<file path="src/rtl/snd_link.sv">
// Serial word link: TX FIFO + 34-bit-time framer, and a mid-bit sampling
// receiver that hands words to the processor through a level interrupt.
module snd_link #(
    parameter int CLKS_PER_BIT = 16,
    parameter int TX_DEPTH     = 4
) (
    input  logic        clk,
    input  logic        rst_n,
    input  logic        snd,
    input  logic [31:0] interface_data,
    input  logic        int_ack,
    input  logic        err_clr,
    input  logic        rx_line,
    output logic        tx_line,
    output logic        interrupt_eth,
    output logic [31:0] interrupt_source_data,
    output logic        tx_full,
    output logic        tx_busy,
    output logic        overrun,
    output logic        frame_err
);
    localparam int CW = $clog2(CLKS_PER_BIT);
    localparam int AW = $clog2(TX_DEPTH);
    localparam logic [CW-1:0] BIT_LAST  = CW'(CLKS_PER_BIT - 1);
    // The IDLE detect cycle already consumed one cycle of the start bit.
    localparam logic [CW-1:0] START_MID = CW'(CLKS_PER_BIT / 2 - 2);

    typedef enum logic [1:0] {IDLE, START, DATA, STOP} state_t;

    // ---------------- TX FIFO ----------------
    logic [31:0]   mem [TX_DEPTH];
    logic [AW-1:0] wr_ptr, rd_ptr;
    logic [AW:0]   count;
    logic          push, pop;
    state_t        tx_state, tx_nxt;

    assign tx_full = (count == (AW+1)'(TX_DEPTH));
    assign push    = snd && !tx_full;
    assign pop     = (tx_state == IDLE) && (count != '0);
    assign tx_busy = (count != '0) || (tx_state != IDLE);

    always_ff @(posedge clk) begin
        if (push) mem[wr_ptr] <= interface_data;
    end

    always_ff @(posedge clk or negedge rst_n) begin
        if (!rst_n) begin
            wr_ptr <= '0;
            rd_ptr <= '0;
            count  <= '0;
        end else begin
            if (push) wr_ptr <= wr_ptr + 1'b1;
            if (pop)  rd_ptr <= rd_ptr + 1'b1;
            count <= count + {{AW{1'b0}}, push} - {{AW{1'b0}}, pop};
        end
    end

    // ---------------- TX framer ----------------
    logic [CW-1:0] tx_cnt;
    logic [4:0]    tx_idx;
    logic [31:0]   tx_sh;
    logic          tx_bit_end;

    assign tx_bit_end = (tx_cnt == BIT_LAST);

    always_comb begin
        tx_nxt = tx_state;
        case (tx_state)
            IDLE:    if (count != '0) tx_nxt = START;
            START:   if (tx_bit_end) tx_nxt = DATA;
            DATA:    if (tx_bit_end && tx_idx == 5'd31) tx_nxt = STOP;
            STOP:    if (tx_bit_end) tx_nxt = IDLE;
            default: tx_nxt = IDLE;
        endcase
    end

    // tx_line is registered from the state, so the line trails the FSM by one cycle.
    always_ff @(posedge clk or negedge rst_n) begin
        if (!rst_n) begin
            tx_state <= IDLE;
            tx_cnt   <= '0;
            tx_idx   <= '0;
            tx_sh    <= '0;
            tx_line  <= 1'b1;
        end else begin
            tx_state <= tx_nxt;
            tx_cnt   <= (tx_state == IDLE || tx_bit_end) ? '0 : tx_cnt + 1'b1;
            if (pop) begin
                tx_sh  <= mem[rd_ptr];
                tx_idx <= '0;
            end else if (tx_state == DATA && tx_bit_end) begin
                tx_sh  <= tx_sh >> 1;
                tx_idx <= tx_idx + 1'b1;
            end
            case (tx_state)
                START:   tx_line <= 1'b0;
                DATA:    tx_line <= tx_sh[0];
                default: tx_line <= 1'b1;
            endcase
        end
    end

    // ---------------- RX ----------------
    logic          rx_s1, rx_s2;
    state_t        rx_state, rx_nxt;
    logic [CW-1:0] rx_cnt;
    logic [4:0]    rx_idx;
    logic [31:0]   rx_sh;
    logic          sample, stop_ok, stop_bad, accept, drop;

    assign sample   = (rx_state == START && rx_cnt == START_MID) ||
                      ((rx_state == DATA || rx_state == STOP) && rx_cnt == BIT_LAST);
    assign stop_ok  = (rx_state == STOP) && sample && rx_s2;
    assign stop_bad = (rx_state == STOP) && sample && !rx_s2;
    assign accept   = stop_ok && (!interrupt_eth || int_ack);
    assign drop     = stop_ok && interrupt_eth && !int_ack;

    always_comb begin
        rx_nxt = rx_state;
        case (rx_state)
            IDLE:    if (!rx_s2) rx_nxt = START;
            START:   if (sample) rx_nxt = rx_s2 ? IDLE : DATA;
            DATA:    if (sample && rx_idx == 5'd31) rx_nxt = STOP;
            STOP:    if (sample) rx_nxt = IDLE;
            default: rx_nxt = IDLE;
        endcase
    end

    always_ff @(posedge clk or negedge rst_n) begin
        if (!rst_n) begin
            rx_s1                 <= 1'b1;
            rx_s2                 <= 1'b1;
            rx_state              <= IDLE;
            rx_cnt                <= '0;
            rx_idx                <= '0;
            rx_sh                 <= '0;
            interrupt_eth         <= 1'b0;
            interrupt_source_data <= '0;
            overrun               <= 1'b0;
            frame_err             <= 1'b0;
        end else begin
            rx_s1    <= rx_line;
            rx_s2    <= rx_s1;
            rx_state <= rx_nxt;
            rx_cnt   <= (rx_state == IDLE || sample) ? '0 : rx_cnt + 1'b1;
            if (rx_state == START) rx_idx <= '0;
            else if (rx_state == DATA && sample) begin
                rx_sh  <= {rx_s2, rx_sh[31:1]};
                rx_idx <= rx_idx + 1'b1;
            end
            if (accept) begin
                interrupt_source_data <= rx_sh;
                interrupt_eth         <= 1'b1;
            end else if (int_ack) begin
                interrupt_eth <= 1'b0;
            end
            // A same-cycle set beats the clear.
            overrun   <= drop     ? 1'b1 : (err_clr ? 1'b0 : overrun);
            frame_err <= stop_bad ? 1'b1 : (err_clr ? 1'b0 : frame_err);
        end
    end
endmodule

</file>
<file path="config.mk">
export PLATFORM = sky130hd
export DESIGN_NAME = snd_link
export DESIGN_NICKNAME = d
export VERILOG_FILES = /design/src/rtl/snd_link.sv
export SDC_FILE = /design/constraint.sdc
export NUM_CORES = 1
export LEC_CHECK = 0
export CAP_MARGIN = 20
export CORE_MARGIN = 1.5
export CORE_UTILIZATION = 53
export DETAILED_ROUTE_END_ITERATION = 7
export GPL_TIMING_DRIVEN = 0
export PLACE_DENSITY = 0.76
export SKIP_CTS_REPAIR_TIMING = 1
export SLEW_MARGIN = 10
export SYNTH_ARGS = -nofsm -noshare
export SYNTH_HDL_FRONTEND = slang
export SYNTH_SLANG_ARGS = --single-unit
export TNS_END_PERCENT = 1
</file>
<file path="constraint.sdc">
create_clock -name clk -period 2.12 [get_ports clk]
set_input_delay 0.424 -clock clk [delete_from_list [all_inputs] [get_ports clk]]
set_output_delay 0.424 -clock clk [all_outputs]
set_load 0.02 [all_outputs]
</file>
* Word-level counts from Yosys, hierarchy flattened
Memories as Yosys holds them, arrays and structs flattened.
Index checks and enable logic that the tools add are counted.
Widths: inputs -> output; s select.
** Storage, ports and cells
- Input bits :: 38
- Memories kept :: 1
- Register bits :: 131
- Logic and storage cells :: 111
- Bits in writable memories :: 128
** Memory list
- mem :: words 4, width 32, rd ports 1, clocked after Yosys merged registers in 0, write ports 1, RTL line 31 : logic [31:0] mem [TX_DEPTH];
** Operators by class
- Multiplexer cells :: 27
- Eq/ne operators :: 20
- Reduce and logical (&&, ||, !) cells :: 36
- $add $sub $neg :: 8
- Bitwise logic cells :: 1
** Operators with widths (number)
- $mux 32 :: 2
- $mux 5 :: 4
- $mux 2 :: 9
- $pmux 2 s4 :: 2
- $logic_and 1x1->1 :: 14
- $ne 2x2->1 const B :: 7
- $reduce_bool 2->1 :: 6
- $add 5x1->5 const B :: 2
- $eq 5x5->1 const B :: 2
- $add 4x1->4 const B :: 2
- $eq 2x2->1 const B :: 4
- $eq 4x4->1 const B :: 2
- $mux 4 :: 2
- $reduce_and 4->1 :: 2
- $mux 1 :: 7
- $logic_or 1x1->1 :: 6
- $add 2x1->2 const B :: 2
- $eq 2x1->1 const B :: 2
- $eq 4x3->1 const B :: 1
- $logic_not 1->1 :: 4
- $logic_not 2->1 :: 2
- $add 3x1->3 :: 1
- $eq 3x3->1 const B :: 1
- $reduce_bool 3->1 :: 1
- other kinds (5) :: 5

* Longest topological paths before layout
- Depth after elaboration :: 9
- Depth in mapped cells :: 11

* Least setup slack after synthesis
OpenSTA, ideal clock, no wires.
- Path kind :: register to register
- From :: register count[1]
- To :: register count[2]
- Setup slack :: -413 ps
- Setup time :: 123 ps
- Cell stages (with the launch flop) :: 12
- Data required time :: 1997 ps
- Period minus slack after synthesis :: 2533 ps
- Data arrival time :: 2411 ps
- Cells stage by stage :: dfrtp_1 > nor3b_1 > nor2b_1 > clkbuf_1 > inv_1 > ha_1 > inv_1 > ha_1 > inv_1 > fa_1 > xnor2_1 > xnor2_1
** Between the ends
- Word-level cells in the longest chain between the ends :: 5
** RTL lines
- start, declared :: RTL line 33 : logic [AW:0] count;
- start signal, assigned :: RTL line 54 : count <= count + {{AW{1'b0}}, push} - {{AW{1'b0}}, pop};
- $eq 3x3->1 :: RTL line 37 : assign tx_full = (count == (AW+1)'(TX_DEPTH));
- named net tx_full :: RTL line 17 : output logic tx_full,
- $logic_not 1->1 :: RTL line 38 : assign push = snd && !tx_full;
- $logic_and 1x1->1 :: RTL line 38
- $add 3x1->3 :: RTL line 54
- $sub 3x1->3 :: RTL line 54
The timed path passes the listed nets, and every way through them passes these cells.
A chain may end at the register's enable or synchronous reset.

* Final worst setup path
- From :: register count[1]
- To :: register count[2]
** Between the ends
- Word-level cells in the longest chain between the ends :: 5
** RTL lines (RTL line)
- $eq 3x3->1 :: 37
- $logic_not 1->1 :: 38
- $logic_and 1x1->1 :: 38
- $add 3x1->3 :: 54
- $sub 3x1->3 * :: 54
Every way passes the cells marked *; elsewhere a longest branch is shown, timed or not.

==> flow_metrics.tcl <==
set metrics [dict create \
    outcome "complete, but fails checks" \
    violations "setup timing" \
    post-route-drc-count 0 \
    root_buffer "clkbuf_16" \
    crit_chain "nor3_4 > nand2b_4 > inv_4 > ha_1 > inv_1 > ha_1 > inv_1 > fa_2 > xnor2_2 > xnor2_1" \
    min_path_type "in -> reg" \
    antenna_found_initial 0 \
    path_max_fanout 8 \
    clk_latency_ns 0.53 \
    grt_pass1_vias 6453 \
    vias 5918 \
    ir_drop_mv 0.913 \
    cts_buffers 25 \
    arrival_ns 2.65 \
    viasPerCell 5.38 \
    areaGrowthSynthToFinish_pct 20.8 \
    antenna_left 0 \
    hold_viol 0 \
    critPathKind "reg -> reg" \
    critPathBufInv 3 \
    cpPeakStageDelay_ns 0.48 \
    ys_seq_elements 259 \
    power_density_mw_per_mm2 1220 \
    dpl.hpwl_mm 12.7 \
    drt-met1-wl_mm 7.72 \
    drv_cap 0 \
    yosysWarnings 0 \
    synth_area_mm2 0.0103 \
    cts.sinks 259 \
    drt_first_iter_violations 423 \
    drive_above_1_share_pct 18.6 \
    ys.flop_type "edfxtp_1" \
    crit_required_ns 2.52 \
    final.setup_skew_ns 0.0173 \
    grt.total_usage_pct 20.0 \
    synth-async-reset-ratio_pct 50.6 \
    num_io_pins 76 \
    cp-start-kind "flip-flop" \
    wire_per_inst_um 17.6 \
    maxSlewViolCount 0 \
    rrSetupSlack_ns -0.13 \
    fin_util_pct 66.0 \
    hold_slack_ns 0.328 \
    route.met3.wl_um 774 \
    period_needed_ns 2.25 \
    htreeDepth 1 \
    setup_viol 2 \
    start_util_pct 54.6 \
    final_nets 878 \
    cp-end-kind "flip-flop" \
    fp-row-count 50 \
    yosysSeqAreaShare_pct 69.0 \
    first_pass_iters 8 \
    critical_path.slowest_cell "dfrtp_2" \
    io_buffers 75 \
    synthCells 710 \
    setup_ws_ns -0.132 \
    design.core.area_mm2 0.0189 \
    avgSynthCellArea_um2 14.5 \
    p_leak_uw 0.00513 \
    tightest_slew_ns 0.743 \
    grt_pass1_wl_mm 31.7 \
    timing.final.crit_share_pct 106 \
    rsz0062_at_grt "true" \
    synth-edff-count 128 \
    dieHeight_um 143 \
    syn_nets 767 \
    overflow 0 \
    synth_cell_type_count 42 \
    gp_congestion 0.833 \
    fp.dieW_um 143 \
    antenna_cells 0 \
    clk_pin_slew_ns 0.06 \
    met2_length_mm 10.4 \
    max_slew_margin_pct 50.4 \
    tritoncts "built" \
    clk_path_buf_depth 3 \
    fmax_ghz 0.444 \
    grt_max_degree 77 \
    dr.max_layer_used "met4" \
    drt_wl_total_mm 19.3 \
    path_delay_family "adder cells" \
    die_area_mm2 0.0203 \
]
## layer usage
layer / global-route usage, % / vias to the layer above
met1: 23.6 / 2968
met2: 37.1 / 167
met5: 0 / -
li1: - / 2742
met4: 6.57 / 0
met3: 3.30 / 41
## worst register-to-register path: cells and delay by family (launching register included)
family / cells / cell delay, ns
adder cells (fa/ha/maj): 3 / 0.79
flip-flops: 1 / 0.48
XOR/XNOR: 2 / 0.26
buffers and inverters: 3 / 0.21
AND/OR/NAND/NOR: 2 / 0.40
## synthesized netlist by cell type (2+ instances only)
library cell,count,area [um2]
nand2_1,175,657
dfrtp_1,128,3200
edfxtp_1,128,3840
nor2_1,42,158
a31oi_1,33,206
mux4_2,32,721
mux2_4,30,450
ha_1,18,225
buf_2,15,75.1
clkbuf_1,14,52.6
inv_1,13,48.8
xnor2_1,8,70.1
nand3_1,7,35.0
o21ai_0,7,35.0
a21oi_1,6,30.0
nand2b_1,5,31.3
and2_1,4,25.0
and3_1,4,25.0
xor2_1,4,35.0
buf_12,3,60.1
dfstp_2,3,78.8
mux2_2,3,33.8
nor3_1,3,15.0
a32o_1,2,20.0
buf_1,2,7.51
mux2i_1,2,20.0
nand4_1,2,12.5
nor2b_1,2,12.5
nor3b_1,2,15.0
## metrics by stage
step / TNS, ns / setup slack [ns] / total power (uW) / area, um2 / cells
5_1_grt: -0.419 / -0.254 / 16000 / 12500 / 1100
3_3_place_gp: -652.53 / -4.61 / 10300 / 11400 / 1045
4_1_cts: -0.968 / -0.343 / 15200 / 12400 / 1096
3_5_place_dp: -9.53 / -0.412 / 10700 / 11600 / 1050
6_report: -0.192 / -0.132 / 15300 / 12500 / 1100
2_1_floorplan: -0.0466 / -0.0466 / 9480 / 10300 / 710
## final cells by class
type,instances,area (um2)
tap,260,325
buffer,36,220
clock inverter,16,163
multi-input combinational,401,2990
clock buffer,30,664
sequential,259,7130
timing repair buffer,84,927
fill,1324,6420
inverter,14,55.1
## worst paths after layout
path	start	cells after the start	end
max reg2reg	count[1]	10	count[2]
min	rx_line	1	rx_s1
max in group asynchronous	rst_n	3	tx_cnt[0]
max	count[1]	10	count[2]
min reg2reg	rx_s1	0	rx_s2
min in group asynchronous	rst_n	2	interrupt_source_data[29]
## cell families (layout without fill, tap and decap cells)
logic type               after synthesis  in the layout  synth area share, %
AND/OR/NAND/NOR                      251            251                 10.0
buffers and inverters                 50            180                 2.58
multiplexers                          67             67                 11.9
AO/OA/AOI/OAI                         52             52                 3.14
XOR/XNOR                              12             12                 1.02
adder cells (fa/ha/maj)               19             19                 2.38
flip-flops                           259            259                 69.0
## where the power goes
part           switching [uW]  internal, uW
Sequential                501          6370
Combinational            2140          1800
Clock                    1830          2610
## sequential cells by signal (all words and copies together) (netlist names), 2 cells and up, named ones only
signal / cells
count: 3
wr_ptr: 2
rx_cnt: 4
mem: 128
rd_ptr: 2
rx_idx: 5
tx_cnt: 4
tx_sh: 32
tx_idx: 5
interrupt_source_data: 32
rx_sh: 32
tx_state: 2
## cell usage in the layout (no fill, tap or decap), types with 11 or more instances in the layout
cell type | netlist | layout
ha_1 | 18 | 17
clkdlybuf4s50_1 | 0 | 72
nor2_1 | 42 | 41
inv_1 | 13 | 11
edfxtp_1 | 128 | 128
nand2_1 | 175 | 175
clkbuf_16 | 0 | 25
buf_2 | 15 | 15
mux4_2 | 32 | 32
clkbuf_1 | 14 | 15
dfrtp_1 | 128 | 127
mux2_4 | 30 | 30
a31oi_1 | 33 | 33
(Power assumes the default switching activity.)
